--- config.mk ---
export PLATFORM = sky130hd
export DESIGN_NAME = univ_shift_reg
export DESIGN_NICKNAME = d
export VERILOG_FILES = /design/src/rtl/univ_shift_pkg.sv /design/src/rtl/shift_frame_cnt.sv /design/src/rtl/univ_shift_reg.sv
export SDC_FILE = /design/constraint.sdc
export NUM_CORES = 1
export LEC_CHECK = 0
export CORE_AREA = 8 8 45 47
export DETAILED_ROUTE_END_ITERATION = 8
export DIE_AREA = 0 0 53 55
export PLACE_DENSITY_LB_ADDON = 0.08
export SLEW_MARGIN = 20
export SYNTH_ARGS = -nofsm -noshare
export SYNTH_HDL_FRONTEND = slang
export SYNTH_HIERARCHICAL = 1
export SYNTH_SLANG_ARGS = --single-unit
--- constraint.sdc ---
create_clock -name clk -period 2.6 [get_ports clk]
set_input_delay 0.65 -clock clk [delete_from_list [all_inputs] [get_ports clk]]
set_output_delay 0.65 -clock clk [all_outputs]
set_load 0.02 [all_outputs]
--- src/rtl/univ_shift_pkg.sv ---
// univ_shift_pkg
//   Shared definitions for the universal shift register:
//   - mode encodings driven on the 2-bit mode port
//   - cnt_width(): width of the frame bit counter for a given register width
package univ_shift_pkg;

    localparam logic [1:0] MODE_HOLD = 2'b00;
    localparam logic [1:0] MODE_SHR  = 2'b01;
    localparam logic [1:0] MODE_SHL  = 2'b10;
    localparam logic [1:0] MODE_LOAD = 2'b11;

    // A 1-bit register still needs a 1-bit counter port, even though it only ever holds 0.
    function automatic int cnt_width(input int w);
        return (w > 1) ? $clog2(w) : 1;
    endfunction

endpackage

--- src/rtl/shift_frame_cnt.sv ---
// shift_frame_cnt
//   Counts serial shifts into WIDTH-bit frames and raises a one-cycle strobe
//   on the edge that completes a frame.
//   Ports:
//     clk        rising-edge clock
//     rst        asynchronous active-low reset
//     clr        synchronous clear (beats en)
//     en         clock enable
//     shift      a shift (either direction) is requested this cycle
//     restart    a parallel load is requested; starts a new frame
//     bit_cnt    shifts accumulated in the current frame, 0..WIDTH-1
//     word_valid registered strobe, high for the cycle after the frame-completing edge
module shift_frame_cnt
    import univ_shift_pkg::*;
#(
    parameter  int WIDTH = 4,
    localparam int CNT_W = cnt_width(WIDTH)
) (
    input  logic             clk,
    input  logic             rst,
    input  logic             clr,
    input  logic             en,
    input  logic             shift,
    input  logic             restart,
    output logic [CNT_W-1:0] bit_cnt,
    output logic             word_valid
);

    localparam logic [CNT_W-1:0] LAST = CNT_W'(WIDTH - 1);

    // The strobe is rewritten every cycle, so any cycle that does not complete a
    // frame (freeze, hold, load, clear) drops it back to 0.
    always_ff @(posedge clk or negedge rst) begin
        if (!rst) begin
            bit_cnt    <= '0;
            word_valid <= 1'b0;
        end else if (clr) begin
            bit_cnt    <= '0;
            word_valid <= 1'b0;
        end else if (!en) begin
            word_valid <= 1'b0;
        end else if (restart) begin
            bit_cnt    <= '0;
            word_valid <= 1'b0;
        end else if (shift) begin
            if (bit_cnt == LAST) begin
                bit_cnt    <= '0;
                word_valid <= 1'b1;
            end else begin
                bit_cnt    <= bit_cnt + 1'b1;
                word_valid <= 1'b0;
            end
        end else begin
            word_valid <= 1'b0;
        end
    end

endmodule

--- src/rtl/univ_shift_reg.sv ---
// univ_shift_reg
//   WIDTH-bit universal shift register: hold, shift right, shift left and
//   parallel load, with a serial output and a frame counter/strobe.
//   Ports:
//     clk          rising-edge clock
//     rst          asynchronous active-low reset
//     clr          synchronous clear, highest priority after reset
//     en           clock enable for register, counter and strobe
//     mode         00 hold, 01 shift right, 10 shift left, 11 parallel load
//     serial_in    bit entering the vacated end on a shift
//     load_data    word captured on parallel load
//     parallel_out register contents
//     serial_out   q[0] in shift-right mode, q[WIDTH-1] otherwise (combinational)
//     word_valid   one-cycle strobe after each completed WIDTH-bit frame
//     bit_cnt      shifts accumulated in the current frame
module univ_shift_reg
    import univ_shift_pkg::*;
#(
    parameter  int WIDTH = 4,
    localparam int CNT_W = cnt_width(WIDTH)
) (
    input  logic             clk,
    input  logic             rst,
    input  logic             clr,
    input  logic             en,
    input  logic [1:0]       mode,
    input  logic             serial_in,
    input  logic [WIDTH-1:0] load_data,
    output logic [WIDTH-1:0] parallel_out,
    output logic             serial_out,
    output logic             word_valid,
    output logic [CNT_W-1:0] bit_cnt
);

    logic [WIDTH-1:0] q;
    logic [WIDTH-1:0] shl_next;
    logic [WIDTH-1:0] shr_next;
    logic             shift;
    logic             restart;

    // A single-bit register has no bits to keep on a shift: both directions
    // simply take serial_in.
    if (WIDTH == 1) begin : g_single
        assign shl_next = serial_in;
        assign shr_next = serial_in;
    end else begin : g_multi
        assign shl_next = {q[WIDTH-2:0], serial_in};
        assign shr_next = {serial_in, q[WIDTH-1:1]};
    end

    always_ff @(posedge clk or negedge rst) begin
        if (!rst) begin
            q <= '0;
        end else if (clr) begin
            q <= '0;
        end else if (en) begin
            case (mode)
                MODE_HOLD: q <= q;
                MODE_SHR:  q <= shr_next;
                MODE_SHL:  q <= shl_next;
                MODE_LOAD: q <= load_data;
            endcase
        end
    end

    assign shift   = (mode == MODE_SHR) || (mode == MODE_SHL);
    assign restart = (mode == MODE_LOAD);

    shift_frame_cnt #(.WIDTH(WIDTH)) u_frame_cnt (
        .clk        (clk),
        .rst        (rst),
        .clr        (clr),
        .en         (en),
        .shift      (shift),
        .restart    (restart),
        .bit_cnt    (bit_cnt),
        .word_valid (word_valid)
    );

    assign parallel_out = q;
    // The bit about to leave: LSB when shifting right, MSB otherwise (PISO use).
    assign serial_out   = (mode == MODE_SHR) ? q[0] : q[WIDTH-1];

endmodule

==> results.py, run 1 <==
metrics = {
    "run_status": {
        "status": "finished, final reports clean",
    },
    "timing": {
        "fmax_mhz": 412,
        "finClkSkew_ns": 0.000839,
        "slew_headroom_pct": 75.9,
        "period_share_pct": 93.4,
        "tightest_slew_ns": 0.361,
        "maxSlewViolCount": 0,
        "rsz0062_at_grt": "no",
        "final-hold-violation-count": 0,
        "period_needed_ns": 2.43,
        "setup_violations": 0,
        "hold-worst-slack_ns": 0.608,
    },
    "worst_setup_path": {
        "worstPathArrival_ns": 1.78,
        "path_buf_inv": 3,
        "crit_chain": "clkdlybuf4s50_1, inv_1, ha_1, mux2_2, clkbuf_2",
        "cp_slowest_cell": "clkdlybuf4s50_1",
        "r2r_cells": 3,
        "crit_path_start_kind": "input port",
        "cp.required_ns": 1.95,
        "rrSetupSlack_ns": 1.45,
        "cp-end-kind": "primary output",
        "reg2reg_to": "u_frame_cnt/bit_cnt[0]$_DFFE_PN0P_",
        "r2r_start": "u_frame_cnt/bit_cnt[0]$_DFFE_PN0P_",
        "critical_path_class": "in -> out",
        "crit_path_max_fanout": 2,
        "crit_path_max_incr_delay_ns": 0.47,
        "cp_top_family": "buffers and inverters",
    },
    "pwr": {
        "p_leak_uw": 0.000300,
        "ir_worst_vdd_uv": 318,
        "p_per_area_nw_per_um2": 439,
        "total_power_uw": 303,
    },
    "yosys": {
        "synth_top_area_share_pct": 39.3,
        "avgSynthCellArea_um2": 10.1,
        "synth_fa_ha_area_share_pct": 14.0,
        "synth_fp_nets": 60,
        "synthSimpleGateAreaFrac_pct": 18.8,
        "synth_top_family_by_area": "compound AO/OA/AOI/OAI gates",
        "yosys.area.top_type": "dfrtp_1",
        "ys_seq_area_share_pct": 39.3,
        "muxShareOfSynthArea_pct": 2.53,
        "synth_compound_area_share_pct": 21.9,
        "synthXorXnorAreaFrac_pct": 0,
        "ys_warn_count": 6,
        "yosysUniqueCellTypes": 21,
        "syn-instance-count": 44,
        "synth-seq-cells": 7,
        "ys_top_cells_by_area": "dfrtp_1, ha_1, a311oi_1",
        "syn_area_um2": 445,
    },
    "finish": {
        "diodes": 0,
        "fillers": 145,
        "fin_area_um2": 689,
        "mostFrequentLayoutCell": "clkdlybuf4s50_1",
        "area_growth_pct": 54.8,
        "multiInputGateArea_um2": 255,
        "nets": 86,
        "seqCellArea_um2": 175,
        "drive_gt1_share_pct": 17.4,
        "final_cell_mix": "clkdlybuf4s50_1, dfrtp_1, ha_1",
    },
    "die": {
        "initial_core_util_pct": 32.2,
        "num_rows": 14,
        "io_pins": 19,
        "die_h_um": 55,
        "dieArea_um2": 2920,
        "core_area_um2": 1380,
        "die-width_um": 53,
    },
    "place": {
        "place_area_um2": 668,
        "io_buffers": 18,
        "dp_hpwl_um": 930,
        "gp_congestion": 0.758,
    },
    "routing": {
        "drc": 0,
        "post_drt_wl_per_cell_um": 13.9,
        "vias": 424,
        "via_per_inst": 4.99,
        "firstDrtPassIters": 4,
        "ant_nets": 0,
        "drt_iter0_drc": 10,
        "wl_mm": 1.19,
    },
    "flow_run": {
        "drv_cap": 0,
    },
    "clock_tree": {
        "cts.sinks": 7,
        "clkLatencyLatePin_ns": 0.25,
        "ctsLongestPathBuffers": 2,
        "cts-root-buf": "clkbuf_4",
        "h-tree-depth": 1,
        "cts_hold_buffers": 0,
        "numCtsBuffers": 3,
        "cts_tree": "done",
        "clk_pin_slew_worst_paths_ns": 0.05,
    },
    "min_path": {
        "hold_class": "reg -> reg",
        "whs_endpoint": "parallel_out[1]$_DFFE_PN0P_",
        "holdPathStages": 2,
        "worstHoldStart": "parallel_out[2]$_DFFE_PN0P_",
    },
    "global_route": {
        "grt_pass1_vias": 435,
        "grt_remaining_overflow": 0,
        "antenna_found_initial": 0,
        "grt_usage_pct": 8.94,
        "grt_max_degree": 9,
        "grt_first_pass_wirelength_mm": 1.90,
    },
}
## state kept, by name, indices dropped and copies added, names as in the netlist
register and flops:
u_frame_cnt/word_valid 1, parallel_out 4, u_frame_cnt/bit_cnt 2
## cell families (layout without fill, tap and decap cells)
group / Yosys count / count (layout)
compound gates: 12 / 12
simple gates: 16 / 16
fa+ha+maj: 5 / 5
flops: 7 / 7
mux: 1 / 1
buf+inv: 3 / 28
## cell type report
| cell class | count | share of cell area (%) |
|---|---|---|
| inverters | 2 | 1.09 |
| clock buffers | 4 | 3.81 |
| repair buffers | 22 | 29.8 |
| flip-flops and latches | 7 | 25.4 |
| well taps | 16 | 2.90 |
| multi-input cells | 34 | 37.0 |
## synth_stat cells
library cell,instances
nor2b_1,1
o2bb2ai_1,1
inv_1,2
nand3b_1,1
nand2b_1,1
ha_1,5
nand2_1,4
nor2_2,1
and2b_2,1
a311oi_1,4
a21bo_2,1
nand3_1,1
a221oi_1,1
mux2_2,1
o21ai_0,1
nor2_1,4
buf_4,1
a22oi_1,4
or3_1,1
dfrtp_1,7
nor3b_1,1
## power by group
group | switching [uW] | internal [uW]
Sequential | 6.80 | 115
Clock | 40.7 | 58.6
Combinational | 38.2 | 43.1
## per-stage QoR
stage               instances  util, %  setup WS, ns  TNS (ns)
finish                     85     49.8         0.171         0
global route               85     49.8         0.123         0
CTS                        85     50.2        0.0233         0
detailed placement         81     48.3        -0.216    -0.216
global placement           81     48.3        -0.211    -0.211
floorplan                  44        -         0.731         0
## layer usage
layer / track usage (%) / vias to the layer above / share of wire [%]
li1: - / 212 / -
met1: 9.82 / 198 / 40
met2: 14.6 / 14 / 51
met3: 6.42 / 0 / 8.9
met4: 0 / 0 / 0
met5: 0 / - / 0
## how the worst max path moves through the flow
| stage | start | to | slack (ns) | depth (start not counted) |
|---|---|---|---|---|
| after floorplan | mode[1] | serial_out | 0.73 | 3 |
| after global placement | mode[1] | serial_out | -0.21 | 5 |
| after detailed placement | mode[1] | serial_out | -0.22 | 5 |
| after CTS | mode[1] | serial_out | 0.02 | 5 |
| after global routing | mode[1] | serial_out | 0.12 | 5 |
| final | mode[1] | serial_out | 0.17 | 5 |
## worst reg2reg max path, stage by stage, from the launching register on
cell	delay (ns)
dfrtp_1	0.40
ha_1	0.21
or3_1	0.31
o2bb2ai_1	0.15
## repair_timing
item | in CTS | in global routing
endpoints found under the setup margin | 1 | 1
buffers inserted | 0 | 0
hold endpoints to repair | 0 | 0
resized for setup | 2 | 1
(Power assumes the default switching activity.)
==> inputs of run 2 (changes only) <==
==> constraint.sdc (replaced) <==
create_clock -name clk -period 2.2 [get_ports clk]
set_input_delay 0.55 -clock clk [delete_from_list [all_inputs] [get_ports clk]]
set_output_delay 0.55 -clock clk [all_outputs]
set_load 0.02 [all_outputs]
==> run 2 against run 1 <==
Combinational power up 24%; core utilization up 1.5 points; critical path depth unchanged; clock-buffer cell count unchanged; worst hold slack worse by 0.036 ns; setup slack better by 0.0062 ns; register-to-register slack worse by 0.41 ns.
==> results.py, run 2 (synthesis results as in run 1) <==
metrics = {
    "run_status": {
        "status": "finished, final reports clean",
    },
    "timing": {
        "slew_headroom_pct": 76.5,
        "finClkSkew_ns": 0.0000870,
        "fmax_mhz": 494,
        "tightest_slew_ns": 0.351,
        "period_needed_ns": 2.02,
        "maxSlewViolCount": 0,
        "setup_violations": 0,
        "finalWorstSetupSlack_ns": 0.177,
        "rsz0062_at_grt": "no",
        "period_share_pct": 91.9,
        "hold-worst-slack_ns": 0.571,
        "final-hold-violation-count": 0,
    },
    "worst_setup_path": {
        "crit_path_max_incr_delay_ns": 0.30,
        "cp.required_ns": 1.65,
        "crit_path_max_fanout": 2,
        "cp_slowest_cell": "mux2_4",
        "crit_path_start_kind": "input port",
        "cp-end-kind": "primary output",
        "worstPathArrival_ns": 1.47,
        "crit_chain": "dlygate4sd2_1, inv_1, ha_2, mux2_4, buf_6",
        "critical_path_class": "in -> out",
    },
    "clock_tree": {
        "h-tree-depth": 1,
        "cts_tree": "done",
        "numCtsBuffers": 3,
        "cts.sinks": 7,
        "clkLatencyLatePin_ns": 0.25,
        "ctsLongestPathBuffers": 2,
        "cts-root-buf": "clkbuf_4",
        "clk_pin_slew_worst_paths_ns": 0.05,
    },
    "routing": {
        "via_per_inst": 5.21,
        "ant_nets": 0,
        "wl_mm": 1.19,
        "post_drt_wl_per_cell_um": 13.9,
        "drt_iter0_drc": 13,
        "vias": 448,
        "drc": 0,
        "firstDrtPassIters": 4,
    },
    "finish": {
        "nets": 87,
        "diodes": 0,
        "drive_gt1_share_pct": 20.0,
        "largest_reg_flops": 4,
        "instances_no_fill": 86,
        "area_growth_pct": 59.6,
        "fillers": 152,
        "mostFrequentLayoutCell": "clkdlybuf4s50_1",
        "final_cell_mix": "clkdlybuf4s50_1, dfrtp_1, buf_4",
    },
    "global_route": {
        "grt_util_met1_pct": 9.98,
        "met2_usage_pct": 12.5,
        "use_met3_pct": 2.67,
        "grt_usage_pct": 8.12,
        "grt_busiest_layer": "met2",
        "antenna_found_initial": 0,
        "grt_remaining_overflow": 0,
        "grt_pass1_vias": 415,
        "grt_max_degree": 9,
        "grt_first_pass_wirelength_mm": 1.77,
    },
    "flow_run": {
        "drv_cap": 0,
    },
    "place": {
        "gp_congestion": 0.760,
        "post-place-ws_ns": -0.422,
        "dp_hpwl_um": 923,
        "io_buffers": 18,
        "dp_cells": 81,
    },
    "die": {
        "num_rows": 14,
        "io_pins": 19,
        "core_area_um2": 1380,
        "die_h_um": 55,
        "dieArea_um2": 2920,
        "die-width_um": 53,
        "initial_core_util_pct": 32.2,
    },
    "pwr": {
        "p_per_area_nw_per_um2": 513,
        "p_leak_uw": 0.000318,
        "ir_worst_vdd_uv": 239,
    },
    "min_path": {
        "hold_class": "in -> async",
    },
}
[run 2: where the power goes]
group | internal, uW | switching, uW | total (uW)
logic | 54.4 | 46.4 | 101
clock network | 69.4 | 50.1 | 119
registers | 136 | 7.93 | 144
total | 260 | 104 | 364
[run 2: worst max-delay path, delay by kind of cell]
family / cells / cell delay, ns
buf+inv: 3 / 0.45
mux: 1 / 0.30
fa+ha+maj: 1 / 0.18
[run 2: final cells by class]
cell class	instances	area [um^2]	share of cell area, %
Timing Repair Buffer	23	220	31.0
Tap cell	16	20.0	2.82
Multi-Input combinational cell	34	262	36.8
Clock buffer	4	26.3	3.70
Inverter	2	7.51	1.06
Sequential cell	7	175	24.6
[run 2: timing repair]
action	in CTS	in global routing
hold endpoints to repair	0	0
setup buffers	1	0
pin swaps	0	1
hold buffers	0	0
setup endpoints to repair	1	1
gates resized for setup	9	1
[run 2: path summary, 6_finish.rpt]
kind | start | slack (ns) | cells after the start | to
worst max-delay path | mode[1] | 0.18 | 5 | serial_out
worst min-delay path | rst | 0.57 | 1 | parallel_out[1]$_DFFE_PN0P_
worst max register to register | u_frame_cnt/bit_cnt[0]$_DFFE_PN0P_ | 1.04 | 3 | u_frame_cnt/bit_cnt[0]$_DFFE_PN0P_
worst min register to register | parallel_out[2]$_DFFE_PN0P_ | 0.60 | 2 | parallel_out[1]$_DFFE_PN0P_
max in group asynchronous | rst | 1.37 | 1 | u_frame_cnt/bit_cnt[1]$_DFFE_PN0P_
min in group clk | parallel_out[2]$_DFFE_PN0P_ | 0.60 | 2 | parallel_out[1]$_DFFE_PN0P_
[run 2: layer usage]
layer	vias to the layer above	part of all wire, %
li1	215	-
met4	0	1.2
met1	207	42
met5	-	0
met3	4	9.7
met2	22	46
[run 2: stage by stage]
| step | util [%] | instance area, um^2 | TNS, ns | total power [uW] |
|---|---|---|---|---|
| 5_1_grt | 51.4 | 711 | 0 | 387 |
| 2_1_floorplan | - | 445 | 0 | 190 |
| 6_report | 51.4 | 711 | 0 | 364 |
| 3_5_place_dp | 48.3 | 668 | -0.422 | 245 |
| 3_3_place_gp | 48.3 | 668 | -0.413 | 244 |
| 4_1_cts | 51.2 | 708 | 0 | 370 |
==> inputs of run 3 (changes only) <==
--- a/config.mk
+++ b/config.mk
@@ -6,9 +6,11 @@
 export NUM_CORES = 1
 export LEC_CHECK = 0
 export CORE_AREA = 8 8 45 47
+export CTS_BUF_LIST = sky130_fd_sc_hd__clkbuf_8
 export DETAILED_ROUTE_END_ITERATION = 8
 export DIE_AREA = 0 0 53 55
 export PLACE_DENSITY_LB_ADDON = 0.08
+export SKIP_LAST_GASP = 1
 export SLEW_MARGIN = 20
 export SYNTH_ARGS = -nofsm -noshare
 export SYNTH_HDL_FRONTEND = slang
==> run 3 against run 2 <==
First-iteration DRC count up 7.7%; critical path depth unchanged; non-clock buffer count unchanged; clock skew about the same; via count up 0.45%; largest power group is now clock; core utilization up 1.4 points.
==> results.py, run 3 (synthesis results as in run 1) <==
metrics = {
    "finish": {
        "drive_gt1_share_pct": 20.0,
        "largest_reg_flops": 4,
        "mostFrequentLayoutCell": "clkdlybuf4s50_1",
        "instances_no_fill": 86,
        "area_growth_pct": 63.8,
        "nets": 87,
        "diodes": 0,
        "final_cell_mix": "clkdlybuf4s50_1, dfrtp_1, buf_4",
        "fin_area_um2": 729,
    },
    "pwr": {
        "p_per_area_nw_per_um2": 580,
        "ir_worst_vdd_uv": 263,
        "p_leak_uw": 0.000330,
    },
    "worst_setup_path": {
        "cp-end-kind": "primary output",
        "cp_top_family": "buffers and inverters",
        "crit_path_max_incr_delay_ns": 0.30,
        "path_buf_inv": 3,
        "critical_path_class": "in -> out",
        "cp.required_ns": 1.65,
        "r2r_cells": 3,
        "worstPathArrival_ns": 1.47,
        "crit_path_max_fanout": 2,
        "cp_slowest_cell": "mux2_4",
        "crit_chain": "dlygate4sd2_1, inv_1, ha_2, mux2_4, buf_6",
        "crit_path_start_kind": "input port",
        "crit_cells": 5,
    },
    "routing": {
        "via_per_inst": 5.23,
        "wl_mm": 1.19,
        "wl_met3_um": 109,
        "vias": 450,
        "met1_length_um": 499,
        "maxUsedRoutingLayer": "met4",
        "drt_iter0_drc": 14,
        "firstDrtPassIters": 4,
        "drc": 0,
        "post_drt_wl_per_cell_um": 13.8,
        "dr_wl_met2_um": 561,
        "ant_nets": 0,
    },
    "timing": {
        "final-hold-violation-count": 0,
        "slew_headroom_pct": 76.6,
        "tightest_slew_ns": 0.350,
        "fmax_mhz": 495,
        "rsz0062_at_grt": "no",
        "setup_violations": 0,
        "maxSlewViolCount": 0,
        "tns_ns": 0,
        "finClkSkew_ns": 0.000118,
        "period_share_pct": 91.9,
        "period_needed_ns": 2.02,
    },
    "die": {
        "core_area_um2": 1380,
        "die-width_um": 53,
        "dieArea_um2": 2920,
        "num_rows": 14,
        "die_h_um": 55,
        "io_pins": 19,
        "initial_core_util_pct": 32.2,
    },
    "clock_tree": {
        "cts_hold_buffers": 0,
        "cts_tree": "done",
        "h-tree-depth": 1,
        "clkLatencyLatePin_ns": 0.23,
        "cts.sinks": 7,
        "clk_pin_slew_worst_paths_ns": 0.04,
        "ctsLongestPathBuffers": 2,
        "cts-root-buf": "clkbuf_8",
        "numCtsBuffers": 3,
    },
    "min_path": {
        "holdPathStages": 2,
        "hold_class": "reg -> reg",
    },
    "global_route": {
        "grt_pass1_vias": 419,
        "grt_usage_pct": 8.39,
        "grt_first_pass_wirelength_mm": 1.81,
        "grt_remaining_overflow": 0,
        "antenna_found_initial": 0,
        "grt_max_degree": 9,
    },
    "flow_run": {
        "drv_cap": 0,
    },
    "run_status": {
        "status": "finished, final reports clean",
    },
    "place": {
        "place_area_um2": 668,
        "io_buffers": 18,
        "gp_congestion": 0.760,
        "dp_hpwl_um": 923,
        "dp_cells": 81,
    },
}
-- run 3: cell count changes in the layout (fill, tap and decap cells not counted), sizes merged --
cell    before  now
inv          2    3
clkbuf       4    3
-- run 3: worst paths after layout --
path	startpoint	endpoint	slack, ns
min in group asynchronous	rst	u_frame_cnt/word_valid$_DFF_PN0_	0.60
setup reg to reg	u_frame_cnt/bit_cnt[0]$_DFFE_PN0P_	u_frame_cnt/bit_cnt[1]$_DFFE_PN0P_	1.05
hold / removal	parallel_out[2]$_DFFE_PN0P_	parallel_out[1]$_DFFE_PN0P_	0.59
hold reg to reg	parallel_out[2]$_DFFE_PN0P_	parallel_out[1]$_DFFE_PN0P_	0.59
setup / recovery	mode[1]	serial_out	0.18
max in group asynchronous	rst	parallel_out[3]$_DFFE_PN0P_	1.35
-- run 3: worst min-delay path, delay by kind of cell (launching register included) --
family | cells | cell delay (ns)
AO/OA/AOI/OAI | 1 | 0.08
flip-flops | 1 | 0.40
AND/OR/NAND/NOR | 1 | 0.07
-- run 3: what timing repair did --
item / 4_1_cts / 5_1_grt
resized for setup: 9 / 1
buffers inserted: 1 / 0
setup endpoints to repair: 1 / 1
pin swaps: 0 / 1
-- run 3: area by class of cell --
type                       count  area, um^2
clock buffer                   3        41.3
clock inverter                 1        3.75
fill                         149         654
inverter                       2        7.51
multi-input combinational     34         262
sequential                     7         175
tap                           16        20.0
timing repair buffer          23         220
-- run 3: layer usage --
metal / track usage [%] / vias up
met5: 0 / -
met4: 5.17 / 0
met3: 2.67 / 2
met2: 12.7 / 25
met1: 10.1 / 208
li1: - / 215
-- run 3: power breakdown --
group	total [uW]	switching, uW	internal, uW
clock network	178	57.6	121
registers	144	7.80	137
logic	100	46.0	54.3
total	423	111	312
-- run 3: metrics by stage --
stage | setup slack (ns) | total power, uW | hold slack, ns | utilization, %
3_5_place_dp | -0.422 | 245 | 0.597 | 48.3
4_1_cts | 0.00339 | 431 | 0.603 | 52.5
5_1_grt | 0.137 | 448 | 0.629 | 52.7
2_1_floorplan | 0.531 | 190 | 0.254 | -
3_3_place_gp | -0.413 | 244 | 0.580 | 48.3
6_report | 0.178 | 423 | 0.593 | 52.7
